===== src/rtl/mc_controller_pkg.sv =====
// ------------------------------------------------------------------
// Module : mc_controller_pkg
// Brief  : Shared instruction-class codes, FSM states and wb_sel codes
// Rev    : 1.0
// ------------------------------------------------------------------
`default_nettype none

package mc_controller_pkg;

    localparam logic [4:0] I_NULL = 5'd0;
    localparam logic [4:0] I_ADD  = 5'd1;
    localparam logic [4:0] I_ADDW = 5'd2;
    localparam logic [4:0] I_ADDI = 5'd3;
    localparam logic [4:0] I_LW   = 5'd4;
    localparam logic [4:0] I_SW   = 5'd5;
    localparam logic [4:0] I_JAL  = 5'd6;
    localparam logic [4:0] I_BEQ  = 5'd7;
    localparam logic [4:0] I_BNE  = 5'd8;
    localparam logic [4:0] I_BLT  = 5'd9;
    localparam logic [4:0] I_ERR  = 5'd31;

    typedef enum logic [2:0] {
        S_FETCH  = 3'd0,
        S_DECODE = 3'd1,
        S_EXEC   = 3'd2,
        S_MEM    = 3'd3,
        S_WB     = 3'd4,
        S_HALT   = 3'd5,
        S_ERROR  = 3'd6
    } state_t;

    localparam logic [1:0] c_wb_alu = 2'b00;
    localparam logic [1:0] c_wb_mem = 2'b01;
    localparam logic [1:0] c_wb_pc4 = 2'b10;

    // Codes that the EXEC state knows how to sequence.
    function automatic logic is_exec_op(input logic [4:0] op);
        case (op)
            I_ADD, I_ADDW, I_ADDI, I_LW, I_SW,
            I_JAL, I_BEQ, I_BNE, I_BLT: return 1'b1;
            default:                    return 1'b0;
        endcase
    endfunction

endpackage

`default_nettype wire


===== src/rtl/mc_controller_if.sv =====
// ------------------------------------------------------------------
// Module : mc_controller_if
// Brief  : Controller <-> datapath/memory signal bundle
// Rev    : 1.0
// ------------------------------------------------------------------
`default_nettype none

interface mc_controller_if;

    logic [4:0]  op_type;
    logic        cmp_eq;
    logic        cmp_lt;
    logic        mem_ready;
    logic        mem_req;
    logic        mem_we;
    logic        mem_addr_sel;
    logic        ir_we;
    logic        rf_we;
    logic        pc_we;
    logic        pc_sel;
    logic        alu_src_b;
    logic [1:0]  wb_sel;
    logic        halted;
    logic        error;
    logic [2:0]  state;
    logic [31:0] instret;

    modport master (
        input  op_type, cmp_eq, cmp_lt, mem_ready,
        output mem_req, mem_we, mem_addr_sel, ir_we, rf_we, pc_we,
               pc_sel, alu_src_b, wb_sel, halted, error, state, instret
    );

    modport slave (
        output op_type, cmp_eq, cmp_lt, mem_ready,
        input  mem_req, mem_we, mem_addr_sel, ir_we, rf_we, pc_we,
               pc_sel, alu_src_b, wb_sel, halted, error, state, instret
    );

endinterface

`default_nettype wire


===== src/rtl/mc_controller_mem_wdt.sv =====
// ------------------------------------------------------------------
// Module : mem_wdt
// Brief  : Memory wait counter; flags when MEM_TIMEOUT stall cycles pass
// Rev    : 1.0
// ------------------------------------------------------------------
`default_nettype none

module mem_wdt #(
    parameter int MEM_TIMEOUT = 255
) (
    input  logic clk,
    input  logic rst,
    input  logic clr,
    input  logic inc,
    output logic expired
);

    localparam int            c_w     = (MEM_TIMEOUT < 2) ? 1 : $clog2(MEM_TIMEOUT + 1);
    localparam logic [c_w-1:0] c_limit = c_w'(MEM_TIMEOUT);

    logic [c_w-1:0] r_count;

    // Saturates at the limit so expiry cannot wrap back to zero.
    always_ff @(posedge clk) begin
        if (rst || clr) begin
            r_count <= '0;
        end else if (inc && !expired) begin
            r_count <= r_count + c_w'(1);
        end
    end

    assign expired = (r_count >= c_limit);

endmodule

`default_nettype wire


===== src/rtl/mc_controller.sv =====
// ------------------------------------------------------------------
// Module : mc_controller
// Brief  : Multi-cycle CPU control FSM with memory wait watchdog
// Rev    : 1.0
// ------------------------------------------------------------------
`default_nettype none

module mc_controller
    import mc_controller_pkg::*;
#(
    parameter int MEM_TIMEOUT = 255
) (
    input  logic            clk,
    input  logic            rst,
    mc_controller_if.master bus
);

    state_t      r_state;
    state_t      w_next;
    logic [4:0]  r_op;
    logic [31:0] r_instret;

    logic        w_mem_req;
    logic        w_mem_we;
    logic        w_mem_addr_sel;
    logic        w_ir_we;
    logic        w_rf_we;
    logic        w_pc_we;
    logic        w_pc_sel;
    logic        w_alu_src_b;
    logic [1:0]  w_wb_sel;
    logic        w_halted;
    logic        w_error;
    logic        w_transfer;
    logic        w_wdt_clr;
    logic        w_wdt_inc;
    logic        w_expired;

    always_ff @(posedge clk) begin
        if (rst) begin
            r_state   <= S_FETCH;
            r_op      <= I_NULL;
            r_instret <= '0;
        end else begin
            r_state <= w_next;
            if (r_state == S_DECODE) begin
                r_op <= bus.op_type;
            end
            if (w_pc_we) begin
                r_instret <= r_instret + 32'd1;
            end
        end
    end

    always_comb begin
        w_next         = r_state;
        w_mem_req      = 1'b0;
        w_mem_we       = 1'b0;
        w_mem_addr_sel = 1'b0;
        w_ir_we        = 1'b0;
        w_rf_we        = 1'b0;
        w_pc_we        = 1'b0;
        w_pc_sel       = 1'b0;
        w_alu_src_b    = 1'b0;
        w_wb_sel       = c_wb_alu;
        w_halted       = 1'b0;
        w_error        = 1'b0;
        unique case (r_state)
            S_FETCH: begin
                w_mem_req = 1'b1;
                if (bus.mem_ready) begin
                    w_ir_we = 1'b1;
                    w_next  = S_DECODE;
                end else if (w_expired) begin
                    w_next = S_ERROR;
                end
            end
            S_DECODE: begin
                if (bus.op_type == I_NULL) begin
                    w_next = S_HALT;
                end else if (!is_exec_op(bus.op_type)) begin
                    w_next = S_ERROR;
                end else begin
                    w_next = S_EXEC;
                end
            end
            S_EXEC: begin
                case (r_op)
                    I_ADD, I_ADDW: w_next = S_WB;
                    I_ADDI: begin
                        w_alu_src_b = 1'b1;
                        w_next      = S_WB;
                    end
                    I_LW, I_SW: begin
                        w_alu_src_b = 1'b1;
                        w_next      = S_MEM;
                    end
                    I_JAL: w_next = S_WB;
                    I_BEQ, I_BNE, I_BLT: begin
                        w_pc_we  = 1'b1;
                        w_pc_sel = (r_op == I_BEQ) ?  bus.cmp_eq :
                                   (r_op == I_BNE) ? !bus.cmp_eq : bus.cmp_lt;
                        w_next   = S_FETCH;
                    end
                    default: w_next = S_ERROR;
                endcase
            end
            S_MEM: begin
                w_mem_req      = 1'b1;
                w_mem_addr_sel = 1'b1;
                w_mem_we       = (r_op == I_SW);
                if (bus.mem_ready) begin
                    if (r_op == I_SW) begin
                        w_pc_we = 1'b1;
                        w_next  = S_FETCH;
                    end else begin
                        w_next = S_WB;
                    end
                end else if (w_expired) begin
                    w_next = S_ERROR;
                end
            end
            S_WB: begin
                w_rf_we  = 1'b1;
                w_pc_we  = 1'b1;
                w_pc_sel = (r_op == I_JAL);
                w_wb_sel = (r_op == I_LW)  ? c_wb_mem :
                           (r_op == I_JAL) ? c_wb_pc4 : c_wb_alu;
                w_next   = S_FETCH;
            end
            S_HALT:  w_halted = 1'b1;
            S_ERROR: w_error  = 1'b1;
            default: w_next   = S_ERROR;
        endcase
    end

    assign w_transfer = w_mem_req & bus.mem_ready;
    assign w_wdt_inc  = w_mem_req & ~bus.mem_ready;
    assign w_wdt_clr  = w_transfer |
                        ((w_next != r_state) && ((w_next == S_FETCH) || (w_next == S_MEM)));

    mem_wdt #(
        .MEM_TIMEOUT (MEM_TIMEOUT)
    ) u_mem_wdt (
        .clk     (clk),
        .rst     (rst),
        .clr     (w_wdt_clr),
        .inc     (w_wdt_inc),
        .expired (w_expired)
    );

    // Reset forces every strobe low in the reset cycle itself, so an
    // interrupted transfer never leaks a request or a partial write.
    assign bus.mem_req      = w_mem_req      & ~rst;
    assign bus.mem_we       = w_mem_we       & ~rst;
    assign bus.mem_addr_sel = w_mem_addr_sel & ~rst;
    assign bus.ir_we        = w_ir_we        & ~rst;
    assign bus.rf_we        = w_rf_we        & ~rst;
    assign bus.pc_we        = w_pc_we        & ~rst;
    assign bus.pc_sel       = w_pc_sel       & ~rst;
    assign bus.alu_src_b    = w_alu_src_b    & ~rst;
    assign bus.wb_sel       = rst ? 2'b00 : w_wb_sel;
    assign bus.halted       = w_halted       & ~rst;
    assign bus.error        = w_error        & ~rst;
    assign bus.instret      = rst ? 32'd0 : r_instret;
    assign bus.state        = r_state;

endmodule

`default_nettype wire

===== src/flat_wrapper.sv =====
// flat-port wrapper written by rule: the top's interface ports become plain ports
module mc_controller_flat import mc_controller_pkg::*;
#(
    parameter int MEM_TIMEOUT = 255
)
  (clk, rst, bus_op_type, bus_cmp_eq, bus_cmp_lt, bus_mem_ready, bus_mem_req, bus_mem_we, bus_mem_addr_sel, bus_ir_we, bus_rf_we, bus_pc_we, bus_pc_sel, bus_alu_src_b, bus_wb_sel, bus_halted, bus_error, bus_state, bus_instret);
  mc_controller_if bus_i ();
  input  logic clk;
  input  logic rst;
  input wire logic [$bits(bus_i.op_type)-1:0] bus_op_type;
  input wire logic [$bits(bus_i.cmp_eq)-1:0] bus_cmp_eq;
  input wire logic [$bits(bus_i.cmp_lt)-1:0] bus_cmp_lt;
  input wire logic [$bits(bus_i.mem_ready)-1:0] bus_mem_ready;
  output wire logic [$bits(bus_i.mem_req)-1:0] bus_mem_req;
  output wire logic [$bits(bus_i.mem_we)-1:0] bus_mem_we;
  output wire logic [$bits(bus_i.mem_addr_sel)-1:0] bus_mem_addr_sel;
  output wire logic [$bits(bus_i.ir_we)-1:0] bus_ir_we;
  output wire logic [$bits(bus_i.rf_we)-1:0] bus_rf_we;
  output wire logic [$bits(bus_i.pc_we)-1:0] bus_pc_we;
  output wire logic [$bits(bus_i.pc_sel)-1:0] bus_pc_sel;
  output wire logic [$bits(bus_i.alu_src_b)-1:0] bus_alu_src_b;
  output wire logic [$bits(bus_i.wb_sel)-1:0] bus_wb_sel;
  output wire logic [$bits(bus_i.halted)-1:0] bus_halted;
  output wire logic [$bits(bus_i.error)-1:0] bus_error;
  output wire logic [$bits(bus_i.state)-1:0] bus_state;
  output wire logic [$bits(bus_i.instret)-1:0] bus_instret;
  assign bus_i.op_type = bus_op_type;
  assign bus_i.cmp_eq = bus_cmp_eq;
  assign bus_i.cmp_lt = bus_cmp_lt;
  assign bus_i.mem_ready = bus_mem_ready;
  assign bus_mem_req = bus_i.mem_req;
  assign bus_mem_we = bus_i.mem_we;
  assign bus_mem_addr_sel = bus_i.mem_addr_sel;
  assign bus_ir_we = bus_i.ir_we;
  assign bus_rf_we = bus_i.rf_we;
  assign bus_pc_we = bus_i.pc_we;
  assign bus_pc_sel = bus_i.pc_sel;
  assign bus_alu_src_b = bus_i.alu_src_b;
  assign bus_wb_sel = bus_i.wb_sel;
  assign bus_halted = bus_i.halted;
  assign bus_error = bus_i.error;
  assign bus_state = bus_i.state;
  assign bus_instret = bus_i.instret;
  mc_controller #(.MEM_TIMEOUT(MEM_TIMEOUT)) u_core (.clk(clk), .rst(rst), .bus(bus_i));
endmodule

===== config.mk =====
export PLATFORM = sky130hd
export DESIGN_NAME = mc_controller_flat
export DESIGN_NICKNAME = d
export VERILOG_FILES = /design/src/rtl/mc_controller_pkg.sv /design/src/rtl/mc_controller_if.sv /design/src/rtl/mc_controller_mem_wdt.sv /design/src/rtl/mc_controller.sv /design/src/flat_wrapper.sv
export SDC_FILE = /design/constraint.sdc
export NUM_CORES = 1
export LEC_CHECK = 0
export CAP_MARGIN = 20
export CORE_MARGIN = 5
export CORE_UTILIZATION = 54
export CTS_BUF_LIST = sky130_fd_sc_hd__clkbuf_8
export CTS_CLUSTER_SIZE = 14
export DETAILED_ROUTE_END_ITERATION = 10
export PLACE_DENSITY_LB_ADDON = 0.15
export SYNTH_ARGS = -nofsm -noshare
export SYNTH_HDL_FRONTEND = slang
export SYNTH_HIERARCHICAL = 1
export SYNTH_SLANG_ARGS = --single-unit

===== constraint.sdc =====
create_clock -name clk -period 5.6 [get_ports clk]
set_clock_uncertainty 0.2 [all_clocks]
set_input_delay 1.68 -clock clk [delete_from_list [all_inputs] [get_ports clk]]
set_output_delay 1.68 -clock clk [all_outputs]
set_load 0.05 [all_outputs]

After elaboration in Yosys (flattened, before gate mapping):

Memory sizes are Yosys's and may differ from the RTL's.
Index checks and enable logic that the tools add are counted.

* add/subtract/negate cells: 2
* magnitude comparators: 1
* equality and inequality tests: 17
* multiplexer cells: 34
* bitwise gates (word level): 15
* reduce and logical (&&, ||, !) cells: 15

Operators with widths (number)
* adder 32 x 1 -> 32 bit (second input constant): 1
* 2-to-1 mux 32 bit: 1
* equality test 5 x 3 -> 1 bit (second input constant): 4
* 2-to-1 mux 1 bit: 19
* 2-to-1 mux 3 bit: 6
* one-hot mux 3 bit (6 select lines): 1
* bitwise AND 1 bit: 12
* equality test 5 x 2 -> 1 bit (second input constant): 2
* equality test 5 x 4 -> 1 bit (second input constant): 2
* equality test 3 x 2 -> 1 bit (second input constant): 3
* equality test 3 bit (second input constant): 3
* one-hot mux 3 bit (3 select lines): 1
* adder 8 x 1 -> 8 bit (second input constant): 1
* greater-or-equal comparator 8 bit (second input constant): 1
* 2-to-1 mux 2 bit: 4
* logical NOT 3 bit: 2
* OR reduction 2 bit: 3
* OR reduction 3 bit: 2
* equality test 5 x 1 -> 1 bit (second input constant): 1
* logical NOT 5 bit: 1
* OR reduction 4 bit: 1
* equality test 3 x 1 -> 1 bit (second input constant): 1
* != test 3 bit: 1
* one-hot mux 1 bit (3 select lines): 1
* 6 further kinds: 10

* bits in registers: 48
* bits in read-only memories: 16
* bits of input ports: 10
* output and inout bits: 47
* word-level logic and storage cells: 89
* memories kept: 1

Memory list
* (no name shown): depth 16, width 1, rd ports 1, clocked after Yosys merged registers in 0, wr ports 0, RTL line mc_controller_pkg.sv:38 `case (op)`

Longest topological paths before layout:

An unclocked memory read counts as a cell.

* depth in word-level cells: 12
* depth in mapped cells: 12
* mapped depth without buffers: 12

By module:

Netlist, hierarchy kept.

By module, submodules not included
* mc_controller: times used 1, cells each 334, area an instance 2514.9 µm², sequential area each 800.8 µm²
* mem_wdt: times used 1, cells each 49, area an instance 422.9 µm², sequential area each 160.2 µm²

Worst setup path before layout:

No wires, ideal clock.

* path kind: input port to output port
* from: input bus_op_type[0]
* to: output bus_pc_we
* arrival time: 3.931 ns
* data required time: 3.720 ns
* slack: -0.211 ns
* stages: 7
* buffers on the path: 2
* cell sequence: or4_4 o21a_1 nor4_4 nand4_2 clkbuf_1 buf_2 nor2_1

RTL lines
* from (decl): RTL line flat_wrapper.sv:10 `input wire logic [$bits(bus_i.op_type)-1:0] bus_op_type;`
* to (decl): RTL line flat_wrapper.sv:19 `output wire logic [$bits(bus_i.pc_we)-1:0] bus_pc_we;`

==> results by group <==
Floorplanning
  – Core area: 0.005205 mm^2
  – Row count: 26
  – Die area: 0.007016 mm^2
  – Die height: about 84 um
  – DIE WIDTH: about 84 um
  – Starting Density: 0.5644
  – Ports: 57

Timing
  – Final Hold Fails: 0
  – Max Fclk: 0.1808 GHz
  – Worst Tran Pin Value: 0.7615 ns
  – Period Utilization, post-route: 0.9876
  – Slew Viols, Final: 0
  – Worst slew margin: 0.4852
  – Post-route setup TNS: 0 ns
  – RSZ-0062 raised after global routing: no
  – Number of setup violations in the final report: 0
  – Min Clock Period, post-route: around 5.5 ns

Worst setup path
  – Crit-path max FO: 3
  – Setup CP Type: in -> out
  – Critical Path RT: 3.72 ns
  – CP Launch Type: input pin
  – Data arrival time of the worst path: 3.65 ns
  – CP endpoint kind: primary output

Global route
  – First-pass GRT wire length: 12080 um
  – Total track usage: 0.1996
  – Largest net degree at the start of global routing: 58
  – Initial antenna violation count: 0
  – Vias in the first global route: approximately 2700
  – Overflow after GRT: 0

Power
  – Sw frac: 0.4082
  – Logic pwr share: 0.380
  – Net Sw Power: 0.4087 mW
  – Leak Pwr: 1.248 nW
  – Int Power: 0.5926 mW
  – Max VDD drop: 0.1722 mV
  – Reg power frac: 0.402
  – Total power: around 1.0 mW
  – PD cells: about 280 mW/mm^2
  – Part of the power in the clock network: 0.218

Layout
  – FILL cells: 444
  – Synthesis-to-layout area growth: 23.81%
  – Commonest non-fill, non-tap cells in the layout: 52 x clkdlybuf4s50_1, 48 x dfxtp_1, 38 x nor2_1, 38 x nand2_1, 30 x nor2b_1
  – NumNets Final: 440
  – Commonest non-fill, non-tap cell in the layout: clkdlybuf4s50_1
  – N_diodes: 0
  – Share of layout cells above drive strength 1: 0.08625
  – Design Area, Final: 0.003637 mm^2
  – Final core utilization: 0.6988

Clock network
  – Clk buf depth: 2
  – H-tree Lvls: 2
  – Hold_buf cts: 0
  – Clock transition at path regs: about 0.09 ns
  – Clk_lat worst skew: approximately 0.30 ns
  – Clock root cell: clkbuf_8
  – CTS tree: yes
  – CTS Buf Count: 5
  – Clock sinks: 48

Route
  – Via/cell ratio: between 5 and 6
  – Via Count: between 2000 and 3000
  – Post-route ant nets: 0
  – Post-Route WL: 7104 um
  – DR iter-0 viols: 160
  – DR pass1 iterations: 4
  – # DRC: 0
  – WL per Instance: roughly 14 um

Synth
  – Warnings, synthesis: 6
  – Post-synth EDFFs: 0
  – Dominant cell type by area after synthesis: dfxtp_1
  – Post-Syn Nets: ~400
  – Synth Register Bits: 48
  – Distinct cell type count after synthesis: a little over 50
  – Post-synthesis instance area: around 0.003 mm^2
  – Synth top area cells: dfxtp_1 33%, nor2b_1 6.4%, nor2_1 5.0%, nand2_1 4.9%, a21oi_1 4.4%
  – Ys flop type: dfxtp_1
  – Avg Cell Area, Syn: approximately 7.7 um^2
  – Cells after synthesis: 383
  – Area share of the largest cell type after synthesis: 0.3271
  – Seq/Total Area, Yosys: 0.3271
  – FFs w/ async S/R, synth: 0

Placed design
  – RD Place Congestion: 0.8644
  – Dpl hpwl: 5032 um
  – Input/output buffers: 56
  – Post-DP Area: 0.003533 mm^2

Outcome
  – Status: complete, no violations

Flow run
  – Max-Cap Viols: 0

Hold path
  – Hold crit path type: reg -> reg
-- repair_timing --
action	CTS	global route
setup buffers	0	0
setup endpoints to repair	0	1
gates resized for setup	0	1
-- power groups by stage --
stage	logic, mW	registers (mW)	clock network (mW)
after floorplan	0.290	0.406	0
after global placement	0.372	0.409	0
after detailed placement	0.376	0.409	0
after CTS	0.378	0.401	0.226
after global routing	0.416	0.408	0.237
final	0.380	0.402	0.219
-- Yosys cell counts (all sizes together) (5+ instances only) --
cell and instances:
nor2b 30, inv 9, mux2 11, o21ai 19, and3 8, nor3 13
nand2 38, nor2 39, dfxtp 48, nand3 16, nand4 8, nor3b 5
and2 6, buf 6, mux2i 7, a21oi 26, clkbuf 15, or3 9
o31ai 10, or4 17
-- per-stage QoR --
step	setup WS (ns)	hold WS, ns	cells
floorplan	0.01761	0.2473	383
global placement	0.08619	0.2581	491
detailed placement	0.04451	0.2700	491
CTS	0.04156	0.2872	499
global route	0.01281	0.3019	499
finish	0.06957	0.2872	499
-- worst max-delay path, stage by stage --
cell and delay (ns):
clkdlybuf4s50_1 0.45, or4_4 0.56, o21a_4 0.22, nor4_4 0.25, nand4_2 0.15, nor2_2 0.18
buf_12 0.15
-- final cells by class --
type,instances,area (um^2),area share
clock buffer,6,82.58,0.02270
timing repair buffer,59,595.6,0.1637
inverter,9,33.78,0.009288
sequential,48,960.9,0.2642
clock inverter,2,13.76,0.003784
tap,70,87.58,0.02408
multi-input combinational,305,1863,0.5122
-- flip-flops by register name, summed over array words and instances, names as in the netlist --
name	count
u_core/bus.state	3
u_core/r_instret	32
u_core/r_op	5
u_core/u_mem_wdt/r_count	8
-- per-layer routing --
| metal | up-vias | part of all wire | track usage |
|---|---|---|---|
| li1 | 1477 | - | - |
| met1 | 1376 | 0.48 | 0.2652 |
| met2 | 62 | 0.47 | 0.3319 |
| met3 | 2 | 0.046 | 0.04344 |
| met4 | 0 | 0.0038 | 0.04240 |
| met5 | - | 0 | 0 |
-- path summary, 6_finish.rpt --
check | start | endpoint | slack (ns) | depth (start not counted)
setup / recovery | bus_op_type[1] | bus_pc_we | 0.07 | 7
hold / removal | u_core/u_mem_wdt/r_count[1] | u_core/u_mem_wdt/r_count[1] | 0.29 | 2
setup reg to reg | u_core/u_mem_wdt/r_count[0] | u_core/r_instret[17] | 2.25 | 10
hold reg to reg | u_core/u_mem_wdt/r_count[1] | u_core/u_mem_wdt/r_count[1] | 0.29 | 2
-- logic make-up (layout without fill, tap and decap cells) --
logic type	after synthesis	count (layout)	share of synthesized area
simple gates	212	212	0.4038
compound gates	72	72	0.1495
flops	48	48	0.3271
buf+inv	30	76	0.04216
mux	18	18	0.06601
fa+ha+maj	2	2	0.008517
xor+xnor	1	1	0.002982
No activity file was read; power rests on OpenSTA's default activity.
